File: config.mk
export PLATFORM = sky130hd
export DESIGN_NAME = pipe_hazard_unit
export DESIGN_NICKNAME = d
export VERILOG_FILES = /design/src/rtl/pipe_hazard_unit.sv
export SDC_FILE = /design/constraint.sdc
export NUM_CORES = 1
export LEC_CHECK = 0
export ABC_AREA = 1
export BUFFER_PORTS_ARGS = -buffer_cell sky130_fd_sc_hd__buf_2
export CORE_MARGIN = 2
export CORE_UTILIZATION = 35
export CTS_CLUSTER_SIZE = 16
export DETAILED_ROUTE_END_ITERATION = 16
export PLACE_DENSITY_LB_ADDON = 0.12
export SLEW_MARGIN = 20
export SYNTH_ARGS = -nofsm -noshare
export SYNTH_HDL_FRONTEND = slang
export SYNTH_SLANG_ARGS = --single-unit
File: constraint.sdc
create_clock -name clock -period 3.08 [get_ports clock]
set_input_delay 0.616 -clock clock [delete_from_list [all_inputs] [get_ports clock]]
set_output_delay 0.616 -clock clock [all_outputs]
set_load 0.02 [all_outputs]
File: src/rtl/pipe_hazard_unit.sv
// Hazard/forwarding controller for the 5-stage pipeline: forward selects, load-use stalls, branch flushes.
// Optional perf counters are built when PIPE_HAZ_PERF_EN is defined.
module pipe_hazard_unit #(
    parameter int REG_AW    = 5,
    parameter int LOAD_LAT  = 1,
    parameter int FLUSH_CYC = 1,
    parameter int CNT_W     = 16
) (
    input  logic              clock,
    input  logic              resetn,
    input  logic [REG_AW-1:0] id_rs,
    input  logic [REG_AW-1:0] id_rt,
    input  logic              id_use_rs,
    input  logic              id_use_rt,
    input  logic              ex_wreg,
    input  logic              ex_m2reg,
    input  logic [REG_AW-1:0] ex_wn,
    input  logic              mem_wreg,
    input  logic [REG_AW-1:0] mem_wn,
    input  logic              ex_br_taken,
    output logic [1:0]        fwd_a,
    output logic [1:0]        fwd_b,
    output logic              wpc,
    output logic              wir,
    output logic              id_bubble,
    output logic              if_flush
`ifdef PIPE_HAZ_PERF_EN
    ,
    output logic [CNT_W-1:0]  stall_cnt,
    output logic [CNT_W-1:0]  flush_cnt
`endif
);

    localparam int MAXC = (LOAD_LAT > FLUSH_CYC) ? LOAD_LAT : FLUSH_CYC;
    localparam int CW   = (MAXC < 2) ? 1 : $clog2(MAXC);

    localparam logic [CW-1:0] LD_INIT = CW'(LOAD_LAT - 1);
    localparam logic [CW-1:0] FL_INIT = CW'(FLUSH_CYC - 1);
    localparam logic [CW-1:0] CNT_ONE = CW'(1);

    typedef enum logic [1:0] {
        RUN   = 2'd0,
        STALL = 2'd1,
        FLUSH = 2'd2
    } state_t;

    state_t        state;
    state_t        state_nx;
    logic [CW-1:0] cnt;
    logic [CW-1:0] cnt_nx;

    logic rs_nz;
    logic rt_nz;
    logic lu;

    assign rs_nz = |id_rs;
    assign rt_nz = |id_rt;

    always_comb begin
        fwd_a = 2'b00;
        if (!id_use_rs)
            fwd_a = 2'b01;
        else if (ex_wreg && ex_wn == id_rs && rs_nz)
            fwd_a = 2'b10;
        else if (mem_wreg && mem_wn == id_rs && rs_nz)
            fwd_a = 2'b11;
    end

    always_comb begin
        fwd_b = 2'b00;
        if (!id_use_rt)
            fwd_b = 2'b01;
        else if (ex_wreg && ex_wn == id_rt && rt_nz)
            fwd_b = 2'b10;
        else if (mem_wreg && mem_wn == id_rt && rt_nz)
            fwd_b = 2'b11;
    end

    assign lu = ex_m2reg & (|ex_wn) &
                ((id_use_rs & (ex_wn == id_rs)) |
                 (id_use_rt & (ex_wn == id_rt)));

    always_ff @(posedge clock or negedge resetn) begin
        if (!resetn) begin
            state <= RUN;
            cnt   <= '0;
        end else begin
            state <= state_nx;
            cnt   <= cnt_nx;
        end
    end

    // A taken branch squashes the stalled instruction, so it preempts STALL.
    always_comb begin
        state_nx = state;
        cnt_nx   = cnt;
        unique case (state)
            RUN, STALL: begin
                if (ex_br_taken) begin
                    if (FLUSH_CYC > 1) begin
                        state_nx = FLUSH;
                        cnt_nx   = FL_INIT;
                    end else begin
                        state_nx = RUN;
                        cnt_nx   = '0;
                    end
                end else if (state == STALL) begin
                    cnt_nx = cnt - CNT_ONE;
                    if (cnt == CNT_ONE)
                        state_nx = RUN;
                end else if (lu && LOAD_LAT > 1) begin
                    state_nx = STALL;
                    cnt_nx   = LD_INIT;
                end
            end
            FLUSH: begin
                cnt_nx = cnt - CNT_ONE;
                if (cnt == CNT_ONE)
                    state_nx = RUN;
            end
            default: begin
                state_nx = RUN;
                cnt_nx   = '0;
            end
        endcase
    end

    always_comb begin
        wpc       = 1'b1;
        wir       = 1'b1;
        id_bubble = 1'b0;
        if_flush  = 1'b0;
        unique case (state)
            RUN, STALL: begin
                if (ex_br_taken) begin
                    if_flush  = 1'b1;
                    id_bubble = 1'b1;
                end else if (state == STALL || lu) begin
                    wpc       = 1'b0;
                    wir       = 1'b0;
                    id_bubble = 1'b1;
                end
            end
            FLUSH: begin
                if_flush  = 1'b1;
                id_bubble = 1'b1;
            end
            default: begin
                wpc = 1'b1;
            end
        endcase
    end

`ifdef PIPE_HAZ_PERF_EN
    always_ff @(posedge clock or negedge resetn) begin
        if (!resetn) begin
            stall_cnt <= '0;
            flush_cnt <= '0;
        end else begin
            if (!wpc && stall_cnt != '1)
                stall_cnt <= stall_cnt + 1'b1;
            if (if_flush && flush_cnt != '1)
                flush_cnt <= flush_cnt + 1'b1;
        end
    end
`else
    logic unused_cnt_w;
    assign unused_cnt_w = ^CNT_W;
`endif

endmodule
==> out/metrics.cfg <==
[clock_network]
cts_resized = 0
ctsRootBufferMaster = clkbuf_4
htreeDepth = 1
post_cts_buffers = 0
clk_path_buf_depth = 2
tritoncts = built
cts_made_buffers = 3
cts_hold_buf = 0
clk_pin_slew_ps = 30
clock-sinks = 3
clkLatencyLatePin_ps = 220

[floorplanning]
die_y_um = 44.3
initial_core_util_pct = 37.4
rows = 14
io_pins = 36
die_w_um = 44.3
dieArea_um2 = 1970
core-area_um2 = 1520

[power]
p_leak_uw = 0.000461
peakVddDrop_mv = 0.215
powerDensity_nw_per_um2 = 235

[routing]
drc_errors = 0
drtIter0Drc = 13
dr.pass1.iters = 4
drt-total-wl_um = 1460
avgViaCountPerCell = 4.76
post_drt_wl_per_cell_um = 9.27
vias = 747
antenna_left = 0

[logic_synthesis]
ys_seq_area_share_pct = 13.2
ys_ff_latch = 3
synth_cells = 103
yosysUniqueCellTypes = 20
ys_warn_count = 0
syn-cell-area_um2 = 569
synth_fp_nets = 131
postSynthAreaPerCell_um2 = 5.53

[final_layout]
drive_above_1_share_pct = 33.3
utilization_pct = 51.4
regArea_um2 = 75.1
final_cell_mix = buf_2 (35), nand2_1 (34), inv_1 (15)
insertedDiodeCount = 0
area_delta_synth_final_pct = 37.6
fill_cells = 169
layout_commonest_cell = buf_2
multi_input_area_um2 = 423
final-instance-count-excl-fill = 157
nets = 170

[worst_setup_path]
cp-end-kind = output pin
cp_cell_sequence = buf_2 > inv_1 > nand2_1 > nand2_1 > nor2_2 > nand3_1 > nor2_1 > nand2_1 > a21boi_1 > buf_2
worst-setup-path-type = in -> out
critPathMaxFanout = 4
cp.arrival_ps = 1630
cp_slowest_cell = buf_2
slowest_delay_ps = 180
required_ps = 2460
critical_path.most_common_cell = nand2_1
start_kind = primary input

[global_route]
grt_pass1_wl_um = 2420
overflow = 0
grt_pass1_vias = 634
grtUsageTotal_pct = 16.1
grt_max_degree = 7
antenna_found_initial = 0

[timing]
fmax_mhz = 445
period_minus_slack_ps = 2250
grt_setup_unrepaired = false
timing.final.crit_share_pct = 72.9
final-max-slew-violation-count = 0
skew_ps = 0.631
tns_ps = 0
worstMarginPinSlew_ps = 246
setup_viol = 0
relSlewSlack_pct = 83.5
finalHoldViolations = 0

[place]
port_buffers = 35
place.gp.congestion = 0.771
place_hpwl_um = 1300
place_inst = 153

[job]
cap_violations = 0

[run_status]
status = finished, final reports clean

[min_path]
hp-class = in -> async

==> metal layers <==
layer	track usage, %	routed length, µm
met5	0	0
met4	3.64	0
met3	1.22	79
met2	24.7	625
met1	24.4	750
==> cells by family (layout without fill, tap and decap cells) <==
family,after synthesis,count (layout),share of synthesized area [%]
and+or+nand+nor,63,63,49.2
DFF,3,3,13.2
xor gates and xnor gates,9,9,13.8
buffers and inverters,18,56,12.5
AOI/OAI and AO/OA,10,10,11.2
==> registers in the layout (all words and copies together), names as in the netlist <==
name,flops
cnt,1
state,2
==> worst max-delay path: cells and delay by family <==
kind / cells / cell delay [ps]
and+or+nand+nor: 6 / 510
buffers and inverters: 3 / 360
AOI/OAI and AO/OA: 1 / 140
==> cell type report <==
cell class | instances | area share (%)
Inverter | 17 | 8.15
Tap cell | 16 | 2.56
Timing Repair Buffer | 35 | 22.4
Multi-Input combinational cell | 82 | 54.0
Clock buffer | 4 | 3.35
Sequential cell | 3 | 9.58
==> metrics by stage <==
step	instance area (µm²)	power (µW)	setup slack, ps	hold WS, ps
6_report	783	184	834	177
3_5_place_dp	757	119	844	412
3_3_place_gp	757	118	880	411
4_1_cts	783	187	842	174
2_1_floorplan	569	83.4	927	320
5_1_grt	783	201	697	172
==> where the power goes <==
part,total (µW),leakage [µW],internal [µW],switching [µW]
registers,39.7,0.0000419,39.7,0.0000000000000333
clock network,65.3,0.0000150,48.3,17.0
logic,79.3,0.000404,33.7,45.6
total,184,0.000461,122,62.6
==> cells in the mapped netlist <==
| master | count | area [µm²] |
|---|---|---|
| nand2_1 | 34 | 128 |
| inv_1 | 15 | 56.3 |
| nor2_1 | 7 | 26.3 |
| nand3_1 | 6 | 30.0 |
| xor2_1 | 6 | 52.6 |
| nand4_1 | 5 | 31.3 |
| nor3_1 | 4 | 20.0 |
| o21ai_0 | 4 | 20.0 |
| dfrtp_1 | 3 | 75.1 |
| nor2_2 | 3 | 18.8 |
| or2_2 | 3 | 18.8 |
| xnor2_1 | 3 | 26.3 |
| a21oi_1 | 2 | 10.0 |
| inv_2 | 2 | 7.51 |
| a21boi_1 | 1 | 7.51 |
| a21boi_2 | 1 | 11.3 |
| buf_4 | 1 | 7.51 |
| nand3b_1 | 1 | 7.51 |
| o22ai_1 | 1 | 6.26 |
| o32ai_1 | 1 | 8.76 |
==> worst paths after layout <==
kind | depth (start not counted) | start | endpoint | slack, ps
setup / recovery | 10 | id_rt[3] | fwd_b[1] | 830
hold / removal | 1 | resetn | state[1]$_DFFE_PN0P_ | 180
setup reg to reg | 3 | state[0]$_DFFE_PN0P_ | state[0]$_DFFE_PN0P_ | 2090
hold reg to reg | 1 | cnt$_DFFE_PN0P_ | state[1]$_DFFE_PN0P_ | 490
max in group asynchronous | 1 | resetn | state[0]$_DFFE_PN0P_ | 2800
min in group clock | 1 | cnt$_DFFE_PN0P_ | state[1]$_DFFE_PN0P_ | 490
Note: power is estimated with default switching activity, not from simulation.
